[src/rtl/divby_pkg.sv]
// Shared helpers for the serial divisibility checker: width helper, Gray
// conversion and bit-order mode encodings.
package divby_pkg;

  // Bit-order modes for the LSB_FIRST parameter.
  localparam int unsigned MODE_MSB = 0;
  localparam int unsigned MODE_LSB = 1;

  // Widest remainder the block supports (N <= 256 needs 8 bits) plus one.
  localparam int unsigned MaxW = 9;

  // $clog2 that never returns 0, so a 1-bit register is always legal.
  function automatic int unsigned clog2_safe(input int unsigned n);
    return (n < 2) ? 1 : $clog2(n);
  endfunction

  // Callers zero-extend to MaxW and truncate back; leading zeros are
  // transparent to both conversions.
  function automatic logic [MaxW-1:0] bin2gray(input logic [MaxW-1:0] b);
    return b ^ (b >> 1);
  endfunction

  function automatic logic [MaxW-1:0] gray2bin(input logic [MaxW-1:0] g);
    logic [MaxW-1:0] b;
    b[MaxW-1] = g[MaxW-1];
    for (int i = MaxW - 2; i >= 0; i--) begin
      b[i] = b[i+1] ^ g[i];
    end
    return b;
  endfunction

endpackage

[src/rtl/divby_mod_step.sv]
// One combinational step of the running residue: consumes one bit and
// returns the next remainder and next LSB-first weight, all modulo N.
module divby_mod_step
  import divby_pkg::*;
#(
  parameter int unsigned N         = 3,
  parameter int unsigned RW        = clog2_safe(N),
  parameter int unsigned LSB_FIRST = MODE_MSB
) (
  input  logic [RW-1:0] r,
  input  logic          b,
  input  logic [RW-1:0] w,
  output logic [RW-1:0] r_nxt,
  output logic [RW-1:0] w_nxt
);

  // N <= 2^RW, so N always fits in RW+1 bits.
  localparam logic [RW:0] NMod = (RW + 1)'(N);

  logic [RW-1:0] addend;
  logic [RW:0]   r_sum;
  logic [RW:0]   w_sum;

  // Both operands are residues (< N), so every sum is < 2N and one
  // conditional subtract brings it back into range.
  always_comb begin
    addend = b ? w : '0;
    if (LSB_FIRST == MODE_LSB) begin
      r_sum = {1'b0, r} + {1'b0, addend};
    end else begin
      r_sum = {r, b};
    end
    w_sum = {w, 1'b0};
    r_nxt = (r_sum >= NMod) ? RW'(r_sum - NMod) : r_sum[RW-1:0];
    w_nxt = (w_sum >= NMod) ? RW'(w_sum - NMod) : w_sum[RW-1:0];
  end

endmodule

[src/rtl/divby_n_serial.sv]
// Serial divisibility checker: tracks the running value of a bit stream
// modulo N and flags when it is divisible. Optional build macro
// DIVBYN_GRAY_STATE_EN stores the remainder register Gray-coded; the
// visible rem/div_ok/rem_valid/out_strobe behaviour is identical either way.
module divby_n_serial
  import divby_pkg::*;
#(
  parameter int unsigned N         = 3,
  parameter int unsigned RW        = clog2_safe(N),
  parameter int unsigned LSB_FIRST = MODE_MSB
) (
  input  logic          clk,
  input  logic          rst,
  input  logic          in_valid,
  input  logic          in_bit,
  input  logic          in_clear,
  output logic [RW-1:0] rem,
  output logic          div_ok,
  output logic          rem_valid,
  output logic          out_strobe,
  output logic [RW-1:0] state_dbg
);

  if (N < 2 || N > 256) begin : g_bad_n
    $error("divby_n_serial: N must be in 2..256");
  end
  if (RW != clog2_safe(N)) begin : g_bad_rw
    $error("divby_n_serial: RW is derived from N and must not be overridden");
  end

  // Weight of the first bit in LSB-first mode is 2^0 = 1 (N >= 2).
  localparam logic [RW-1:0] WOne = RW'(1);

  logic [RW-1:0] state_q, state_d;
  logic [RW-1:0] w_q, w_d;
  logic          valid_q, valid_d;
  logic          strobe_q, strobe_d;

  logic [RW-1:0] rem_bin;
  logic [RW-1:0] base_r, base_w;
  logic [RW-1:0] step_r, step_w;
  logic [RW-1:0] step_enc;

`ifdef DIVBYN_GRAY_STATE_EN
  assign rem_bin  = RW'(gray2bin(MaxW'(state_q)));
  assign step_enc = RW'(bin2gray(MaxW'(step_r)));
`else
  assign rem_bin  = state_q;
  assign step_enc = step_r;
`endif

  divby_mod_step #(
    .N         (N),
    .RW        (RW),
    .LSB_FIRST (LSB_FIRST)
  ) u_step (
    .r     (base_r),
    .b     (in_bit),
    .w     (base_w),
    .r_nxt (step_r),
    .w_nxt (step_w)
  );

  // Next state: clear first restarts the number, then an accepted bit steps it.
  always_comb begin
    base_r   = in_clear ? '0 : rem_bin;
    base_w   = in_clear ? WOne : w_q;
    state_d  = state_q;
    w_d      = w_q;
    valid_d  = valid_q;
    strobe_d = 1'b0;
    if (in_valid) begin
      state_d  = step_enc;
      w_d      = step_w;
      valid_d  = 1'b1;
      strobe_d = 1'b1;
    end else if (in_clear) begin
      state_d = '0;
      w_d     = WOne;
      valid_d = 1'b0;
    end
  end

  // State registers with synchronous reset; Gray(0) is 0 so reset is build-independent.
  always_ff @(posedge clk) begin
    if (rst) begin
      state_q  <= '0;
      w_q      <= WOne;
      valid_q  <= 1'b0;
      strobe_q <= 1'b0;
    end else begin
      state_q  <= state_d;
      w_q      <= w_d;
      valid_q  <= valid_d;
      strobe_q <= strobe_d;
    end
  end

  assign rem        = rem_bin;
  assign div_ok     = (rem_bin == '0);
  assign rem_valid  = valid_q;
  assign out_strobe = strobe_q;
  assign state_dbg  = state_q;

endmodule

[config.mk]
export PLATFORM = sky130hd
export DESIGN_NAME = divby_n_serial
export DESIGN_NICKNAME = d
export VERILOG_FILES = /design/src/rtl/divby_pkg.sv /design/src/rtl/divby_mod_step.sv /design/src/rtl/divby_n_serial.sv
export SDC_FILE = /design/constraint.sdc
export NUM_CORES = 1
export LEC_CHECK = 0
export CORE_AREA = 4 4 41 43
export CTS_BUF_LIST = sky130_fd_sc_hd__clkbuf_8
export DETAILED_ROUTE_END_ITERATION = 6
export DIE_AREA = 0 0 45 47
export DONT_BUFFER_PORTS = 1
export PLACE_DENSITY = 0.34
export SYNTH_ARGS = -nofsm -noshare
export SYNTH_HDL_FRONTEND = slang
export SYNTH_HIERARCHICAL = 1
export SYNTH_SLANG_ARGS = --single-unit
[constraint.sdc]
create_clock -name clk -period 1.3 [get_ports clk]
set_input_delay 0.195 -clock clk [delete_from_list [all_inputs] [get_ports clk]]
set_output_delay 0.195 -clock clk [all_outputs]
set_load 0.05 [all_outputs]
==> metrics <==
Initial DRC Count 5; Placed Cells 43; IO buf count 0; CP max stage delay 0.45 ns; CTS buffer count 3; Critical Path RT 1.45 ns; Pre-Repair DR Iteration Count 4; kind of critical path reg -> reg; Slew @ Worst Pin 0.485 ns; Most Used Layer, Global Route met2; nets 39; deepest clock path buffer count 2; vias in the first global route 207; Worst path top cell family by delay simple AND/OR/NAND/NOR gates; CP cell instances nor2b_4 -> ha_4 -> or4b_1 -> o21ai_1 -> a22o_1; Vias 190; CTS tree built; starting density of the core 15.9%; cell area power density 1390 nW/um^2; max-cap check violation count 0; Synth-to-Final Area Change 63.6%; DR WL/cell 10.2 um; post-CTS setup buffers 0; GRT Overall Usage 5.37%; Final period util 106%; met3 usage 1.92%; Post-Synthesis Cells 23; failing checks setup timing; Ant. Diodes 0; GP Congestion 0.736; FP Rows 13; Max Freq 728 MHz; CP startpoint rem[0]; vias per cell 4.04; Max FO, Critical Path 3; share of cells above drive strength 1 50.0%; Skew-Pair Late Insertion Delay 0.22 ns; CP bufs+invs 0; die area 2120 sq um; Sum Neg Setup Slack -0.0908 ns; Non-Filler Instances 47; Worst Hold Class in -> reg; Min-Delay Startpoint rst; H-tree levels 1; pre-CTS WS -0.0636 ns; die width 45 um; Leakage 0.145 nW; Reg clk slew, reported paths 0.03 ns; status complete, but fails checks; synthesized area 206 sq um; Worst Path Arrival 1.53 ns; met1 usage 5.68%; hold_buf cts 0; initial antenna violation count 0; DRC 0; root buf cell clkbuf_8; RSZ-0062 raised after global routing true; final hold vios 0; synthesized area per cell 8.98 sq um; syn nets 29; slack of the critical path -0.0734 ns; I/O pins 12; core area 1300 sq um; gr ovfl total 0; fin crit period 1.37 ns; final setup vio count 3; Slew headroom 67.6%; Setup crit end kind flip-flop; Critical-path top delay cell or4b_1; pin count of the biggest net entering global routing 5; met2 Use GR 7.34%; Die Height 47 um; final hold slack 0.0507 ns; Final Max Tran Viols 0; Max VDD drop 0.532 mV; Reg2Reg Launch Point rem[0]; final clock skew 0.0000277 ns; Critical Path Source Type flip-flop; Routed WL 480 um; first-pass GRT wire length 759 um; antenna-violating nets left 0; Synth warnings 6; CTS sink count 4; detailed placement HPWL 392 um
==> registers in the layout, summed over array words and instances (netlist names) <==
name	count
out_strobe	1
rem	2
rem_valid	1
==> placed cells by master, fill, tap and decap left out, drive strengths merged <==
cell and n:
nor2 3, inv 2, clkbuf 3, or4b 1, ha 1, a22o 1
o21ai 1, o2bb2ai 1, nor3 1, buf 7, o32a 1, nor2b 3
a21oi 1, nand2b 1, dfxtp 4, nand2 1
==> repair_timing <==
item / in CTS / in global routing
pin swaps: 4 / 1
setup endpoints to repair: 3 / 3
resized for setup: 1 / 0
==> path summary, 6_finish.rpt <==
kind,to,slack [ns],cells after the start
worst max register to register,rem[0],-0.07,5
worst min register to register,rem_valid,0.47,2
worst min-delay path,rem_valid,0.05,1
worst max-delay path,rem[0],-0.07,5
==> power breakdown <==
| group | switching (W) | total [W] | internal [W] |
|---|---|---|---|
| clock | 0.0000613 | 0.000262 | 0.000201 |
| combinational | 0.0000461 | 0.0000715 | 0.0000254 |
| sequential | 0.00000838 | 0.000137 | 0.000129 |
| total | 0.000116 | 0.000471 | 0.000355 |
==> area by class of cell <==
type	instances	area [sq um]
Inverter	1	3.75
Tap cell	15	18.8
Sequential cell	4	85.1
Clock buffer	3	41.3
Multi-Input combinational cell	16	133
Fill cell	145	963
Clock inverter	1	3.75
Timing Repair Buffer	7	52.6
==> through the flow <==
| stage | power, W | cell area (sq um) | utilization [%] |
|---|---|---|---|
| global route | 0.000499 | 338 | 26.0 |
| CTS | 0.000482 | 338 | 26.0 |
| finish | 0.000471 | 338 | 26.0 |
| global placement | 0.000210 | 288 | 22.1 |
| floorplan | 0.000197 | 231 | - |
| detailed placement | 0.000210 | 288 | 22.1 |
==> metal layers <==
layer	part of all wire (%)	routed length [um]	up-vias
met5	0	0	-
met2	43	208	11
met3	14	66	0
li1	-	-	96
met1	43	204	83
met4	0	0	0
No activity file was read; power rests on OpenSTA's default activity.
==> RTL change 1, RTL diff (same flow settings) <==
The output `out_strobe` loses its register stage (`strobe_q` becomes a continuous assignment).
--- a/src/rtl/divby_n_serial.sv
+++ b/src/rtl/divby_n_serial.sv
@@ -89,3 +89,2 @@
       valid_q  <= 1'b0;
-      strobe_q <= 1'b0;
     end else begin
@@ -94,5 +93,6 @@
       valid_q  <= valid_d;
-      strobe_q <= strobe_d;
     end
   end
+
+  assign strobe_q = strobe_d;
 
Behaviour: not the same (Yosys sat finds a counterexample within 4 cycles, from zero or initial values and one cycle with rst high).
==> RTL change 1 against the original RTL <==
The flow still finishes with violations (negative setup slack). Synthesized area fell by 6.1%. Die area did not move. Critical path type unchanged. Global-route usage up 0.79 points. Largest power group unchanged. Wire length is 2.3% higher. Maximum frequency up 0.42%. Utilization is 1.9 points lower. Worst setup slack gained 0.0057 ns. Sequential cell count fell by 1. Clock skew hardly changed. Power shrank 8.8%. Final area fell by 7.4%.
==> RTL change 1: results (changes against the original RTL) <==
<table>
<tr><th>Metric</th><th>Value</th></tr>
<tr><th colspan="2">Clock tree</th></tr>
<tr><td>Cells resized by post-CTS repair</td><td>0 (was 1)</td></tr>
<tr><th colspan="2">Timing</th></tr>
<tr><td>Number of endpoints failing setup at the final stage</td><td>2 (was 3)</td></tr>
<tr><td>Max transition margin</td><td>80.8% (was 67.6%)</td></tr>
<tr><td>Worst clock skew</td><td>0.0000770 ns (was 0.0000277 ns)</td></tr>
<tr><td>Fin worst setup slack</td><td>-0.0676 ns (was -0.0734 ns)</td></tr>
<tr><th colspan="2">Place</th></tr>
<tr><td>Placed instance count</td><td>42 (was 43)</td></tr>
<tr><td>Final GP Congestion</td><td>0.631 (was 0.736)</td></tr>
<tr><td>Pre-CTS WS</td><td>-0.0742 ns (was -0.0636 ns)</td></tr>
<tr><td>Post-DP HPWL</td><td>396 um (was 392 um)</td></tr>
<tr><th colspan="2">Power and ir drop</th></tr>
<tr><td>Peak supply drop</td><td>0.000245 V (was 0.000532 V)</td></tr>
<tr><td>Final Power</td><td>430 uW (was 471 uW)</td></tr>
<tr><td>Sw Share</td><td>24.9% (was 24.6%)</td></tr>
<tr><th colspan="2">Cells and area</th></tr>
<tr><td>Layout cell share with drive strength beyond 1</td><td>48.4% (was 50.0%)</td></tr>
<tr><td>Final Instance Count excl. Fillers</td><td>46 (was 47)</td></tr>
<tr><td>Number of nets in the layout</td><td>38 (was 39)</td></tr>
<tr><th colspan="2">Global route</th></tr>
<tr><td>Global Route Usage Sum</td><td>6.16% (was 5.37%)</td></tr>
<tr><td>Number of global-route vias before repair</td><td>219 (was 207)</td></tr>
<tr><td>Pin count of the biggest net entering global routing</td><td>6 (was 5)</td></tr>
<tr><td>Global-route wire length before repair</td><td>821 um (was 759 um)</td></tr>
<tr><th colspan="2">Worst setup path</th></tr>
<tr><td>Crit path DAT</td><td>1.52 ns</td></tr>
<tr><td>Largest fanout on the critical path</td><td>3 (unchanged)</td></tr>
<tr><th colspan="2">Drt</th></tr>
<tr><td>Total vias in the final route</td><td>180 (was 190)</td></tr>
<tr><td>Met1 layer wirelength in the final routing</td><td>206 um (was 204 um)</td></tr>
<tr><td>Met3 Wirelength</td><td>51 um (was 66 um)</td></tr>
<tr><td>Met2 wirelength from detailed routing</td><td>232 um (was 208 um)</td></tr>
<tr><th colspan="2">Run status</th></tr>
<tr><td>Violations in the final reports</td><td>negative setup slack (unchanged)</td></tr>
<tr><td>Run status</td><td>complete, but fails checks (unchanged)</td></tr>
</table>
==> RTL change 1: area by class of cell <==
cell class              count  area (um^2)
fillers                   151          988
multi-input cells          16          128
flip-flops and latches      3         65.1
repair buffers              7         52.6
clock buffers               3         41.3
well taps                  15         18.8
clock inverters             1         3.75
inverters                   1         3.75
==> RTL change 1: worst max-delay path, delay by kind of cell (launching register included) <==
family,cells,cell delay (ns)
flip-flops,1,0.33
adder cells (fa/ha/maj),1,0.15
AND/OR/NAND/NOR,2,0.59
AO/OA/AOI/OAI,2,0.23
==> RTL change 1: worst paths after layout <==
check	endpoint	slack [ns]	depth (start not counted)
setup / recovery	rem[0]$_SDFF_PP0_	-0.07	5
hold / removal	rem_valid$_SDFFE_PP0P_	0.05	1
setup reg to reg	rem[0]$_SDFF_PP0_	-0.07	5
hold reg to reg	rem_valid$_SDFFE_PP0P_	0.47	2
==> RTL change 1: through the flow <==
| step | instance area [um^2] | setup TNS [ns] |
|---|---|---|
| final | 313 | -0.0717 |
| after global routing | 313 | -0.185 |
| after floorplan | 219 | -0.104 |
| after global placement | 268 | -0.0954 |
| after detailed placement | 268 | -0.0961 |
| after CTS | 313 | -0.111 |
==> RTL change 1: power groups by stage <==
stage	registers [uW]	logic (uW)	clock network, uW
after floorplan	116	49.2	0
after global placement	99.7	70.8	0
after detailed placement	99.8	71.4	0
after CTS	98.6	71.7	271
after global routing	98.9	75.8	284
final	98.6	70.7	260
==> RTL change 1: metal layers <==
layer  vias to the layer above  track usage, %
met2                        10            9.04
met5                         -               0
li1                         93               -
met4                         0            10.5
met1                        77            5.44
met3                         0            1.53
==> RTL change 1: repair_timing <==
action / 4_1_cts / 5_1_grt
cloned: 0 / 0
setup endpoints to repair: 3 / 3
pin swaps: 2 / 2
==> RTL change 2, RTL diff (same flow settings) <==
Made on the original files. Build with the macro `DIVBYN_GRAY_STATE_EN` defined.
--- a/src/rtl/divby_n_serial.sv
+++ b/src/rtl/divby_n_serial.sv
@@ -4,2 +4,4 @@
 // visible rem/div_ok/rem_valid/out_strobe behaviour is identical either way.
+`define DIVBYN_GRAY_STATE_EN
+
 module divby_n_serial
Check against the original RTL: not equivalent (Yosys sat finds a counterexample within 4 cycles, from zero or initial values and one cycle with rst high).
==> RTL change 2 against the original RTL <==
The run still ends with negative setup slack left. Critical path depth increased by 4. Clock skew about the same. Via count increased by 16%. Synthesized cell count increased by 13%. Worst setup slack got worse by 0.59 ns. Synthesized area increased by 13%. Critical endpoint is now state_dbg[1]$_SDFFE_PP0P_. Final area increased by 20%. Sequential cell count unchanged. Maximum frequency decreased by 30%. Hold slack got worse by 0.017 ns. Wire length increased by 45%.
Power is not compared: it rests on default switching activity, and its combinational part moved more than twofold at a synthesized area within 25%.
==> RTL change 2: results (changes against the original RTL) <==
<table>
<tr><th>Metric</th><th>Value</th></tr>
<tr><th colspan="2">Power and ir drop</th></tr>
<tr><td>Peak supply drop</td><td>0.000266 V</td></tr>
<tr><th colspan="2">Run status</th></tr>
<tr><td>Run status</td><td>complete, but fails checks (unchanged)</td></tr>
<tr><td>Violations in the final reports</td><td>negative setup slack (unchanged)</td></tr>
<tr><th colspan="2">Cells and area</th></tr>
<tr><td>Layout cell share with drive strength beyond 1</td><td>59.5% (was 50.0%)</td></tr>
<tr><td>Layout Area Growth over Synthesis</td><td>72.7% (was 63.6%)</td></tr>
<tr><td># fillers</td><td>150 (was 145)</td></tr>
<tr><th colspan="2">Timing</th></tr>
<tr><td>Fin worst setup slack</td><td>-0.662 ns (was -0.0734 ns)</td></tr>
<tr><td>Measured slew at the worst slew-check pin</td><td>0.475 ns (was 0.485 ns)</td></tr>
<tr><td>Worst clock skew</td><td>0.0000742 ns (was 0.0000277 ns)</td></tr>
<tr><td>Number of endpoints failing setup at the final stage</td><td>2 (was 3)</td></tr>
<tr><th colspan="2">Place</th></tr>
<tr><td>Post-DP HPWL</td><td>501 um (was 392 um)</td></tr>
<tr><td>Final GP Congestion</td><td>0.599 (was 0.736)</td></tr>
<tr><td>Area of placed instances</td><td>312 um^2 (was 288 um^2)</td></tr>
<tr><td>Pre-CTS WS</td><td>-0.624 ns (was -0.0636 ns)</td></tr>
<tr><th colspan="2">Drt</th></tr>
<tr><td>Initial detailed-routing violation count</td><td>0 (was 5)</td></tr>
<tr><td>Met2 wirelength from detailed routing</td><td>414 um (was 208 um)</td></tr>
<tr><td>Routed length per instance</td><td>13.3 um (was 10.2 um)</td></tr>
<tr><td>Met1 layer wirelength in the final routing</td><td>217 um (was 204 um)</td></tr>
<tr><td>Total vias in the final route</td><td>220 (was 190)</td></tr>
<tr><td>Met3 Wirelength</td><td>63 um (was 66 um)</td></tr>
<tr><td>Number of search-and-repair iterations in the first detailed-routing pass</td><td>1 (was 4)</td></tr>
<tr><td>Per-cell via count in the routed design</td><td>4.23 (was 4.04)</td></tr>
<tr><th colspan="2">Worst setup path</th></tr>
<tr><td>Setup crit start</td><td>state_dbg[0]$_SDFFE_PP0P_ (was rem[0]$_SDFF_PP0_)</td></tr>
<tr><td>Largest fanout on the critical path</td><td>3 (unchanged)</td></tr>
<tr><td>Crit path DAT</td><td>2.07 ns (was 1.53 ns)</td></tr>
<tr><th colspan="2">Clock tree</th></tr>
<tr><td>Number of H-tree levels</td><td>1 (unchanged)</td></tr>
<tr><th colspan="2">Synthesis</th></tr>
<tr><td>Number of nets produced by synthesis</td><td>33 (was 29)</td></tr>
<tr><td>Post-Synthesis Mean Instance Area</td><td>9.00 um^2 (was 8.98 um^2)</td></tr>
<tr><th colspan="2">Global route</th></tr>
<tr><td>Number of global-route vias before repair</td><td>245 (was 207)</td></tr>
<tr><td>Global Route Usage Sum</td><td>7.18% (was 5.37%)</td></tr>
<tr><td>Global-route wire length before repair</td><td>1020 um (was 759 um)</td></tr>
<tr><td>Pin count of the biggest net entering global routing</td><td>6 (was 5)</td></tr>
</table>
## RTL change 2: area by class of cell
type                       count  share of cell area [%]
inverter                       3                    3.41
clock buffer                   3                    10.2
timing repair buffer           9                    17.6
tap                           15                    4.64
sequential                     4                    21.7
clock inverter                 1                   0.929
multi-input combinational     17                    41.5
## RTL change 2: worst paths after layout
check | to | slack [ns] | cells past startpoint
worst max-delay path | state_dbg[1]$_SDFFE_PP0P_ | -0.66 | 9
worst min-delay path | state_dbg[1]$_SDFFE_PP0P_ | 0.03 | 1
worst max register to register | state_dbg[1]$_SDFFE_PP0P_ | -0.66 | 9
worst min register to register | rem_valid$_SDFFE_PP0P_ | 0.67 | 3
## RTL change 2: metrics by stage
step                      setup TNS [ns]  hold WS (ns)
final                              -1.31        0.0337
after detailed placement           -1.13         0.264
after floorplan                    -1.32         0.258
after global placement             -1.08         0.262
after CTS                          -1.16        0.0326
after global routing               -1.49        0.0265
## RTL change 2: routing by layer
layer / vias to the layer above / GRT usage (%)
li1: 109 / -
met1: 104 / 5.90
met2: 7 / 12.1
met3: 0 / 3.83
met4: 0 / 7.02
met5: - / 0
## RTL change 2: where the power goes
group | internal [uW] | total, uW | switching, uW
Clock | 201 | 264 | 62.5
Sequential | 130 | 141 | 10.3
Combinational | 68.1 | 160 | 91.6
Total | 400 | 564 | 164
## RTL change 2: timing repair
action | in CTS | in global routing
resized for setup | 0 | 6
setup endpoints to repair | 2 | 2
hold buffers | 0 | 0
buffers inserted | 0 | 3
pin swaps | 0 | 5
## RTL change 2: worst max-delay path: stages (launching register included)
cell	delay (ns)
dfxtp_4	0.34
inv_4	0.03
ha_4	0.23
and2b_2	0.23
ha_4	0.17
buf_6	0.12
o32a_1	0.37
buf_4	0.14
mux2i_1	0.14
nor2_1	0.07
